===== src/rtl/fifo_ctrl.sv =====
// fifo_ctrl: pointer and flag controller for a synchronous FIFO built around
// a single-port-per-cycle register file. The register file can either write
// or read in a given cycle, never both. When push and pop compete, this block
// grants one of them and takes turns between the two sides.
//
// Ports:
//   clk       rising-edge clock shared with the memory
//   rst_n     asynchronous active-low reset
//   push      producer request to write w_data this cycle
//   pop       consumer request to read the head entry this cycle
//   push_ack  push accepted this cycle (combinational)
//   pop_ack   pop accepted this cycle (combinational)
//   wr_en     memory write enable (same as push_ack)
//   w_addr    memory write address (write pointer low bits)
//   r_addr    memory read address (read pointer low bits)
//   rd_valid  memory r_data holds the entry popped on the previous edge
//   full      count == 2**Add (registered)
//   empty     count == 0 (registered)
//   count     number of stored entries (registered)
module fifo_ctrl #(
  parameter int Add = 10
) (
  input  logic           clk,
  input  logic           rst_n,
  input  logic           push,
  input  logic           pop,
  output logic           push_ack,
  output logic           pop_ack,
  output logic           wr_en,
  output logic [Add-1:0] w_addr,
  output logic [Add-1:0] r_addr,
  output logic           rd_valid,
  output logic           full,
  output logic           empty,
  output logic [Add:0]   count
);

  localparam logic [Add:0] DEPTH = {1'b1, {Add{1'b0}}};
  localparam logic [Add:0] ONE   = {{Add{1'b0}}, 1'b1};

  logic [Add:0] wr_ptr_reg, wr_ptr_next;
  logic [Add:0] rd_ptr_reg, rd_ptr_next;
  logic [Add:0] count_reg, count_next;
  logic         prio_reg, prio_next;
  logic         rd_valid_reg;
  logic         full_reg, full_next;
  logic         empty_reg, empty_next;

  logic can_push, can_pop, conflict;

  // Arbitration. A side that is blocked by a flag never takes part in a
  // conflict, so a full FIFO with push+pop grants the pop without
  // touching prio (and the mirror case for empty).
  always_comb begin
    can_push = push & ~full_reg;
    can_pop  = pop & ~empty_reg;
    conflict = can_push & can_pop;
    push_ack = can_push & ~(conflict & prio_reg);
    pop_ack  = can_pop & ~(conflict & ~prio_reg);
  end

  always_comb begin
    wr_ptr_next = wr_ptr_reg;
    rd_ptr_next = rd_ptr_reg;
    count_next  = count_reg;
    prio_next   = prio_reg;
    if (push_ack) begin
      wr_ptr_next = wr_ptr_reg + ONE;
      count_next  = count_reg + ONE;
    end
    if (pop_ack) begin
      rd_ptr_next = rd_ptr_reg + ONE;
      count_next  = count_reg - ONE;
    end
    if (conflict) begin
      prio_next = ~prio_reg;
    end
    // Flags come from the post-edge count so they are glitch-free flops.
    full_next  = (count_next == DEPTH);
    empty_next = (count_next == '0);
  end

  always_ff @(posedge clk or negedge rst_n) begin
    if (!rst_n) begin
      wr_ptr_reg   <= '0;
      rd_ptr_reg   <= '0;
      count_reg    <= '0;
      prio_reg     <= 1'b0;
      rd_valid_reg <= 1'b0;
      full_reg     <= 1'b0;
      empty_reg    <= 1'b1;
    end else begin
      wr_ptr_reg   <= wr_ptr_next;
      rd_ptr_reg   <= rd_ptr_next;
      count_reg    <= count_next;
      prio_reg     <= prio_next;
      // The memory registers r_data on the same edge as the pop, so the
      // data is valid for exactly the following cycle.
      rd_valid_reg <= pop_ack;
      full_reg     <= full_next;
      empty_reg    <= empty_next;
    end
  end

  assign wr_en    = push_ack;
  assign w_addr   = wr_ptr_reg[Add-1:0];
  assign r_addr   = rd_ptr_reg[Add-1:0];
  assign rd_valid = rd_valid_reg;
  assign full     = full_reg;
  assign empty    = empty_reg;
  assign count    = count_reg;

endmodule


===== config.mk =====
export PLATFORM = sky130hd
export DESIGN_NAME = fifo_ctrl
export DESIGN_NICKNAME = d
export VERILOG_FILES = /design/src/rtl/fifo_ctrl.sv
export SDC_FILE = /design/constraint.sdc
export NUM_CORES = 1
export LEC_CHECK = 0
export ABC_AREA = 1
export BUFFER_PORTS_ARGS = -buffer_cell sky130_fd_sc_hd__buf_2
export CAP_MARGIN = 15
export CORE_UTILIZATION = 50
export CTS_CLUSTER_DIAMETER = 150
export CTS_CLUSTER_SIZE = 14
export DETAILED_ROUTE_END_ITERATION = 10
export PLACE_DENSITY = 0.78
export SLEW_MARGIN = 20
export SYNTH_ARGS = -nofsm -noshare
export SYNTH_HDL_FRONTEND = slang
export SYNTH_SLANG_ARGS = --single-unit

===== constraint.sdc =====
create_clock -name clk -period 4.65 [get_ports clk]
set_input_delay 0.2325 -clock clk [delete_from_list [all_inputs] [get_ports clk]]
set_output_delay 0.2325 -clock clk [all_outputs]
set_load 0.01 [all_outputs]

* After elaboration in Yosys (flattened, before gate mapping)
Index checks and enable logic that the tools add are counted.
Cells by class: mux-type cells 2, eq/ne operators 1, reduce and logical (&&, ||, !) cells 1, bitwise operators 12, add/subtract/negate cells 4
Operator list (count):
- $add 11x1->11 const B | 3
- $mux 11 | 2
- $eq 11x11->1 const B | 1
- $logic_not 11->1 | 1
- $sub 11x1->11 const B | 1
- $and 1x1->1 | 7
- $not 1->1 | 5
Word-level totals: logic and storage cells 27, flip-flop bits (word level) 37

* Longest topological paths before layout
Gate-level depths: netlist of run 1.
depth after elaboration 9, mapped depth 12, mapped depth without buffers 11

* Worst setup path before layout of run 1
No wires, ideal clock.
path kind register -> register, start register count_reg[0], in the netlist count[0], end register empty_reg, in the netlist empty, path slack 3.074 ns, library setup time 0.067 ns, arrival time 1.509 ns, stages on the path, launching flop included 11, clock period less this slack 1.576 ns, cells stage by stage dfrtp_1 -> inv_1 -> ha_1 -> nand3_2 -> nor2_1 -> nand2_1 -> nand2_1 -> a21oi_1 -> a21oi_1 -> nand3_1 -> nor2_1
On the way: longest elaborated chain between the ends 4, elaborated cells on any way between the ends 5, those cells by class add/sub: 2; mux: 2; reduce/logical: 1
Ends and longest elaborated chain:
- start, declared | RTL line 43 | logic [Add:0] count_reg, count_next;
- start signal, assigned | RTL line 95 | count_reg <= count_next;
- $add 11x1->11 | RTL line 69 | count_next = count_reg + ONE;
- $mux 11 | RTL line 67 | if (push_ack) begin
- $mux 11 (*) | RTL line 71 | if (pop_ack) begin
- $logic_not 11->1 (*) | RTL line 80 | empty_next = (count_next == '0);
- via empty_next | RTL line 47 | logic empty_reg, empty_next;
- end signal, assigned | RTL line 101 | empty_reg <= empty_next;
- end, declared | RTL line 47
The timed path passes the listed nets; every way through them passes the cells marked *. A chain may end at the register's enable or synchronous reset.

* Worst setup path in the final report of run 1
start register empty_reg, in the netlist empty, end register empty_reg, in the netlist empty
On the way: longest elaborated chain between the ends 9, elaborated cells on any way between the ends 12, those cells by class mux: 2; bitwise: 9; reduce/logical: 1
Ends and longest elaborated chain:
- $not 1->1 (*) | RTL line 56 | can_pop = pop & ~empty_reg;
- $and 1x1->1 (*) | RTL line 56
- $and 1x1->1 | RTL line 57 | conflict = can_push & can_pop;
- $and 1x1->1 | RTL line 58 | push_ack = can_push & ~(conflict & prio_reg);
- $not 1->1 | RTL line 58
- $and 1x1->1 | RTL line 58
- $mux 11 | RTL line 67
- $mux 11 (*) | RTL line 71
- via count_next[6] | RTL line 43
- $logic_not 11->1 (*) | RTL line 80
- via empty_next | RTL line 47
Marks and branches as above.

==> metrics.txt, run 1 <==
result of the run=finished, final reports clean; pwr dens=602.4 nW/um^2; Synth Area in Simple Gates=0.3263; Synth cell types=26; period utilization=0.4217; clk_lat worst skew=0.30 ns; Die Height=66.24 um; area fraction in compound gates after synthesis=0.03032; antenna viol nets, final=0; initial cell density of the core=0.5431; Setup crit start=empty$_DFF_PN1_; total die area=4387 um^2; FILL cells=344; Critical R2R Launch=empty$_DFF_PN1_; Critical Path Start Type=register; Sw Pwr=0.6620 mW; # nets final=308; FF-to-FF setup slack=2.69 ns; Final Hold Viols=0; drt total wl=4294 um; CTS Buffer Depth=2; worst min-delay path class=in2async; post-DP HPWL=3170 um; Sw Ratio=0.4635; worst-margin pin slew=0.7877 ns; worst path arrival time=2.19 ns; IO Count=41; Worst Setup End Kind=register; max-cap viol count=0; crit path time final=1.961 ns; RSZ-0062 raised after global routing=no; Worst-path clk slew=0.08 ns; # hold bufs at CTS=0; post-detailed-route wirelength per cell=12.30 um; post-CTS setup buffer count=0; CTS tree=built; worst setup path category=reg2reg; Reg2Reg Depth=9; initial antenna violation count=0; first-pass GRT wire length=7238 um; die width=66.24 um; Fmax achieved=0.5100 GHz; antenna cells=0; share of layout cells above drive strength 1=0.2425; Max VDD drop=0.2894 mV; Comb pwr share=0.447; Syn Inst Count=257; Synth Area in Adders=0.02426; register area=877.1 um^2; post-cts sizing count=0; Req. time, crit path=4.88 ns; syn_area_per_cell=8.028 um^2; skew final=0.01061 ns; Mapped Area=2063 um^2; setup TNS=0 ns; Iter 0 DRT Violations=92; pin count of the biggest net entering global routing=36; IO buf count=40; drt via density=4.971; vias in the first global route=1,572; Worst setup endpoint=empty$_DFF_PN1_; Flop pwr share=0.394; mux cell area share after synthesis=0; Multi-input gate area=987.2 um^2; row count=22; core area=3799 um^2; max_slew headroom=0.4749; CTS root buf=clkbuf_8; endpoints failing setup=0; gpl congestion=0.8758; fin util=0.6242; Remaining Overflow, GRT=0; CTS Sinks=35; max reg flops=11; Syn. warnings=0; Seq/Total Area, Yosys=0.4251; leakage dissipation=1.318 nW; Synthesized Nets=265; htree depth=2; Tot GR Track Use=0.2203; DRC viols=0; Synth Register Bits=35; fin. max-slew vios=0; total power=1.428 mW; main combinational cell family by area after synthesis=simple AND/OR/NAND/NOR gates; Area Overhead vs Synth=14.92%; Via Count=1,735; clock group share of total power=0.159; R2R Path End=empty$_DFF_PN1_; DRT Pass-1 Iters=4; Synth Area in XOR/XNOR=0.09763; number of CTS-inserted buffers=5; Worst Hold Margin=0.01099 ns; worst-path maximum fanout=13; Internal=0.7663 mW
[layout make-up]
cell class | count | share of cell area
Inverter | 42 | 0.06649
Tap cell | 48 | 0.02533
Timing Repair Buffer | 40 | 0.08443
Multi-Input combinational cell | 176 | 0.4164
Clock buffer | 5 | 0.02902
Clock inverter | 3 | 0.008443
Sequential cell | 35 | 0.3699
[logic make-up (layout without fill, tap and decap cells)]
logic type / Yosys count / count (layout)
AND/OR/NAND/NOR: 141 / 141
flip-flops: 35 / 35
XOR/XNOR: 23 / 23
adder cells (fa/ha/maj): 4 / 4
AO/OA/AOI/OAI: 8 / 8
buffers and inverters: 46 / 90
[worst min path at each step]
stage                                      endpoint  startpoint  slack, ns
after floorplan                  count[0]$_DFF_PN0_       rst_n      -0.06
after global placement           count[1]$_DFF_PN0_       rst_n       0.36
after detailed placement         count[1]$_DFF_PN0_       rst_n       0.36
after CTS                 wr_ptr_reg[2]$_DFFE_PN0N_       rst_n       0.04
after global routing      wr_ptr_reg[2]$_DFFE_PN0N_       rst_n       0.07
final                     wr_ptr_reg[2]$_DFFE_PN0N_       rst_n       0.01
[worst max-delay path, stage by stage, from the launching register on]
cell and delay, ns:
dfstp_2 0.37, inv_1 0.07, nand2_1 0.11, a21oi_2 0.54, o21ai_0 0.28, nand3_1 0.15, nand2_1 0.07, nor2_1 0.09
nand3_1 0.11, nor2_1 0.11
[Yosys cell counts (all sizes together)]
library cell / number / area (um^2)
nand2: 74 / 302.8
inv: 42 / 157.6
dfrtp: 34 / 850.8
nor2: 27 / 126.4
nand3: 25 / 150.1
xor2: 13 / 113.9
nand4: 10 / 68.81
xnor2: 10 / 87.58
nor3: 5 / 25.02
a21oi: 4 / 27.53
buf: 4 / 41.29
ha: 4 / 50.05
o21ai: 4 / 35.03
dfstp: 1 / 26.28
[routing by layer]
layer	part of all wire	track usage	vias up
met1	0.48	0.2932	813
met4	0.014	0.07713	0
met2	0.47	0.3482	33
li1	-	-	883
met5	0	0	-
met3	0.037	0.05172	6
[power by group through the flow]
stage	registers [mW]	logic (mW)	clock network [mW]
2_1_floorplan	0.589	0.410	0
3_3_place_gp	0.561	0.625	0
3_5_place_dp	0.567	0.636	0
4_1_cts	0.562	0.640	0.233
5_1_grt	0.581	0.723	0.243
6_report	0.563	0.638	0.228
[metrics by stage]
| step | area, um^2 | setup slack, ns | std cells |
|---|---|---|---|
| after floorplan | 2063 | 3.074 | 257 |
| after global placement | 2282 | 2.819 | 341 |
| after detailed placement | 2282 | 2.699 | 341 |
| after CTS | 2371 | 2.677 | 349 |
| after global routing | 2371 | 2.479 | 349 |
| final | 2371 | 2.689 | 349 |
[placed cells by master (no fill, tap or decap), types with 2 or more instances in the layout]
cell	count
buf_2	40
clkinvlp_4	2
nor3_1	5
nand3_2	5
dfrtp_1	34
inv_1	40
nand2_1	66
xor2_1	13
clkbuf_8	5
a21oi_2	2
a21oi_1	2
nand4_1	9
xnor2_1	10
nor2_1	23
nor2_4	3
inv_2	2
nand3_1	20
ha_1	4
nand2_2	7
Note: power is estimated with default switching activity, not from simulation.
==> run 2, diff against run 1 <==
--- a/config.mk
+++ b/config.mk
@@ -8,11 +8,11 @@
 export ABC_AREA = 1
 export BUFFER_PORTS_ARGS = -buffer_cell sky130_fd_sc_hd__buf_2
 export CAP_MARGIN = 15
-export CORE_UTILIZATION = 50
+export CORE_UTILIZATION = 49
 export CTS_CLUSTER_DIAMETER = 150
 export CTS_CLUSTER_SIZE = 14
 export DETAILED_ROUTE_END_ITERATION = 10
-export PLACE_DENSITY = 0.78
+export PLACE_DENSITY = 0.79
 export SLEW_MARGIN = 20
 export SYNTH_ARGS = -nofsm -noshare
 export SYNTH_HDL_FRONTEND = slang
==> constraint.sdc (replaced) <==
create_clock -name clk -period 1.7 [get_ports clk]
set_input_delay 0.085 -clock clk [delete_from_list [all_inputs] [get_ports clk]]
set_output_delay 0.085 -clock clk [all_outputs]
set_load 0.01 [all_outputs]
==> run 2 against run 1 <==
Effect of this change:
- the flow now finishes with violations (negative setup slack)
- fmax grew 15%
- die area grew 2.0%
- sequential power grew to 2.8 times the previous value
- sequential share of layout area shrank 4.2 points
- global-route usage shrank 0.71 points
- hold slack gained 0.22 ns
- final cell count grew 5.7%
- setup slack lost 2.7 ns
- register-to-register slack lost 2.7 ns
- first-iteration DRC count grew 1.1%
- design area grew 13%
- critical path type unchanged
- critical endpoint is now full$_DFF_PN0_
==> metrics.txt, run 2 (synthesized netlist as in run 1, its figures left out) <==
result of the run=finished with violations; failing checks=negative setup slack; Internal=2.458 mW (+220%); Iter 0 DRT Violations=93 (+1.1%); drt total wl=4951 um (+15%); Sw Pwr=2.015 mW (+200%); die width=66.89 um (+0.99%); antenna cells=0 (unchanged); max-cap viol count=0 (unchanged); Tot GR Track Use=0.2132 (-0.007073); worst setup path category=reg2reg; Fmax achieved=0.5857 GHz (+15%); commonest non-fill, non-tap cell in the layout=nand2_1; Critical Path Start Type=register; most frequent cells in the layout=nand2_1 (61), buf_2 (40), inv_1 (35), dfrtp_1 (30), nand3_1 (17); Cell Count Post-Placement=348 (+2.1%); worst min-delay path class=in2reg; worst setup margin=-0.007300 ns (-2.696 ns); gpl congestion=0.8469 (-3.3%); endpoints failing setup=2 (+2); fin area=2688 um^2 (+13%); post-DP HPWL=3161 um (-0.28%); pwr dens=1664 nW/um^2 (+180%); Max VDD drop=0.7655 mV (+160%); CTS Sinks=35 (unchanged); row count=23 (+4.5%); Flop pwr share=0.353 (-0.041); CTS Buffer Depth=2 (unchanged); period utilization=1.004 (+0.5826); Area Overhead vs Synth=30.26%; total power=4.473 mW (+210%); worst path bufs/invs=1 (unchanged); first-pass GRT wire length=6927 um (-4.3%); crit path time final=1.707 ns (-0.2535 ns); clock group share of total power=0.170 (+0.011); critical path, cell by cell=inv_2, ha_4, nand3_4, o21ai_2, nand2_1, nand2_2, nand2_2, nor2_2, nand3_2, nor2_2; DRT Pass-1 Iters=4 (unchanged); Sw Ratio=0.4504 (-0.01303); htree depth=2 (unchanged); post-detailed-route wirelength per cell=13.42 um (+9.1%); number of CTS-inserted buffers=5 (unchanged); fin. max-slew vios=0 (unchanged); IO buf count=40 (unchanged); slowest CP cell=dfrtp_2; DRC viols=0 (unchanged); clk_lat worst skew=0.30 ns (about the same); core area=4029 um^2 (+6.1%); worst path arrival time=1.93 ns (-0.26 ns); leakage dissipation=1.429 nW (+8.4%); initial antenna violation count=0 (unchanged); Via Count=1,892 (+9.0%); drt via density=5.127 (+3.1%); Layout Cells excl Fill=369 (+5.7%); Worst Hold Margin=0.2355 ns (+0.2245 ns); placed inst area=2322 um^2 (+1.8%); worst-margin pin slew=0.7976 ns (+0.009960 ns); skew final=0.01140 ns (+0.0007872 ns); Comb pwr share=0.477 (+0.030); total die area=4474 um^2 (+2.0%); CTS tree=built; Die Height=66.89 um (+0.99%); Remaining Overflow, GRT=0 (unchanged); initial cell density of the core=0.5121 (-0.03104); vias in the first global route=1,587 (+0.95%); CTS root buf=clkbuf_8; Final Hold Viols=0 (unchanged); # nets final=326 (+5.8%); worst-path maximum fanout=4 (-9); max reg flops=11 (unchanged); Req. time, crit path=1.93 ns (-2.95 ns); peak per-stage delay on the critical path=0.45 ns (-0.09 ns); antenna viol nets, final=0 (unchanged); Worst Setup End Kind=register; Worst-path clk slew=0.08 ns (about the same); max_slew headroom=0.4682 (-0.006640); IO Count=41 (unchanged); pin count of the biggest net entering global routing=36 (unchanged); Top delay family on crit path=simple AND/OR/NAND/NOR gates; share of layout cells above drive strength 1=0.3762 (+0.1337)
==> run 2: area by class of cell <==
class / instances / area (um^2)
well taps: 50 / 62.56
clock buffers: 5 / 68.82
multi-input cells: 176 / 1114
repair buffers: 58 / 356.6
flip-flops and latches: 35 / 882.1
clock inverters: 3 / 43.79
fillers: 321 / 1341
inverters: 42 / 160.2
==> run 2: path summary, 6_finish.rpt <==
| path | cells after the start | slack, ns | end | start |
|---|---|---|---|---|
| max | 10 | -0.007 | full$_DFF_PN0_ | count[0]$_DFF_PN0_ |
| min | 4 | 0.24 | prio_reg$_DFFE_PN0N_ | push |
| max reg2reg | 10 | -0.007 | full$_DFF_PN0_ | count[0]$_DFF_PN0_ |
| min reg2reg | 1 | 0.47 | wr_ptr_reg[9]$_DFFE_PN0N_ | wr_ptr_reg[9]$_DFFE_PN0N_ |
| max in group asynchronous | 2 | 0.72 | count[0]$_DFF_PN0_ | rst_n |
| min in group asynchronous | 2 | 0.43 | rd_ptr_reg[9]$_DFFE_PN0N_ | rst_n |
==> run 2: metal layers <==
metal | part of all wire | global-route usage
met1 | 0.41 | 0.2570
met2 | 0.51 | 0.3422
met3 | 0.045 | 0.05137
met4 | 0.034 | 0.1250
met5 | 0 | 0
==> run 2: through the flow <==
stage | TNS [ns] | setup slack, ns | util
final | -0.008319 | -0.007300 | 0.6671
after global routing | -0.2019 | -0.1086 | 0.6671
after CTS | 0 | 0.002616 | 0.6158
after detailed placement | -0.07576 | -0.04497 | 0.5764
after global placement | 0 | 0.02220 | 0.5764
after floorplan | 0 | 0.1238 | -
==> run 2: worst min-delay path, delay by kind of cell <==
kind          cells  cell delay (ns)
buf+inv           1             0.10
simple gates      2             0.23
xor+xnor          1             0.09
==> run 2: power groups by stage <==
stage	sequential [mW]	combinational [mW]	clock (mW)
after floorplan	1.61	1.12	0
after global placement	1.53	1.74	0
after detailed placement	1.55	1.77	0
after CTS	1.53	1.82	0.773
after global routing	1.63	2.36	0.804
final	1.58	2.14	0.761
==> run 2: repair_timing <==
| action | 4_1_cts | 5_1_grt |
|---|---|---|
| setup buffers | 3 | 9 |
| endpoints found under the setup margin | 3 | 6 |
| pin swaps | 1 | 13 |
| hold buffers | 1 | 0 |
| hold endpoints to repair | 34 | 0 |
| resized for setup | 5 | 40 |
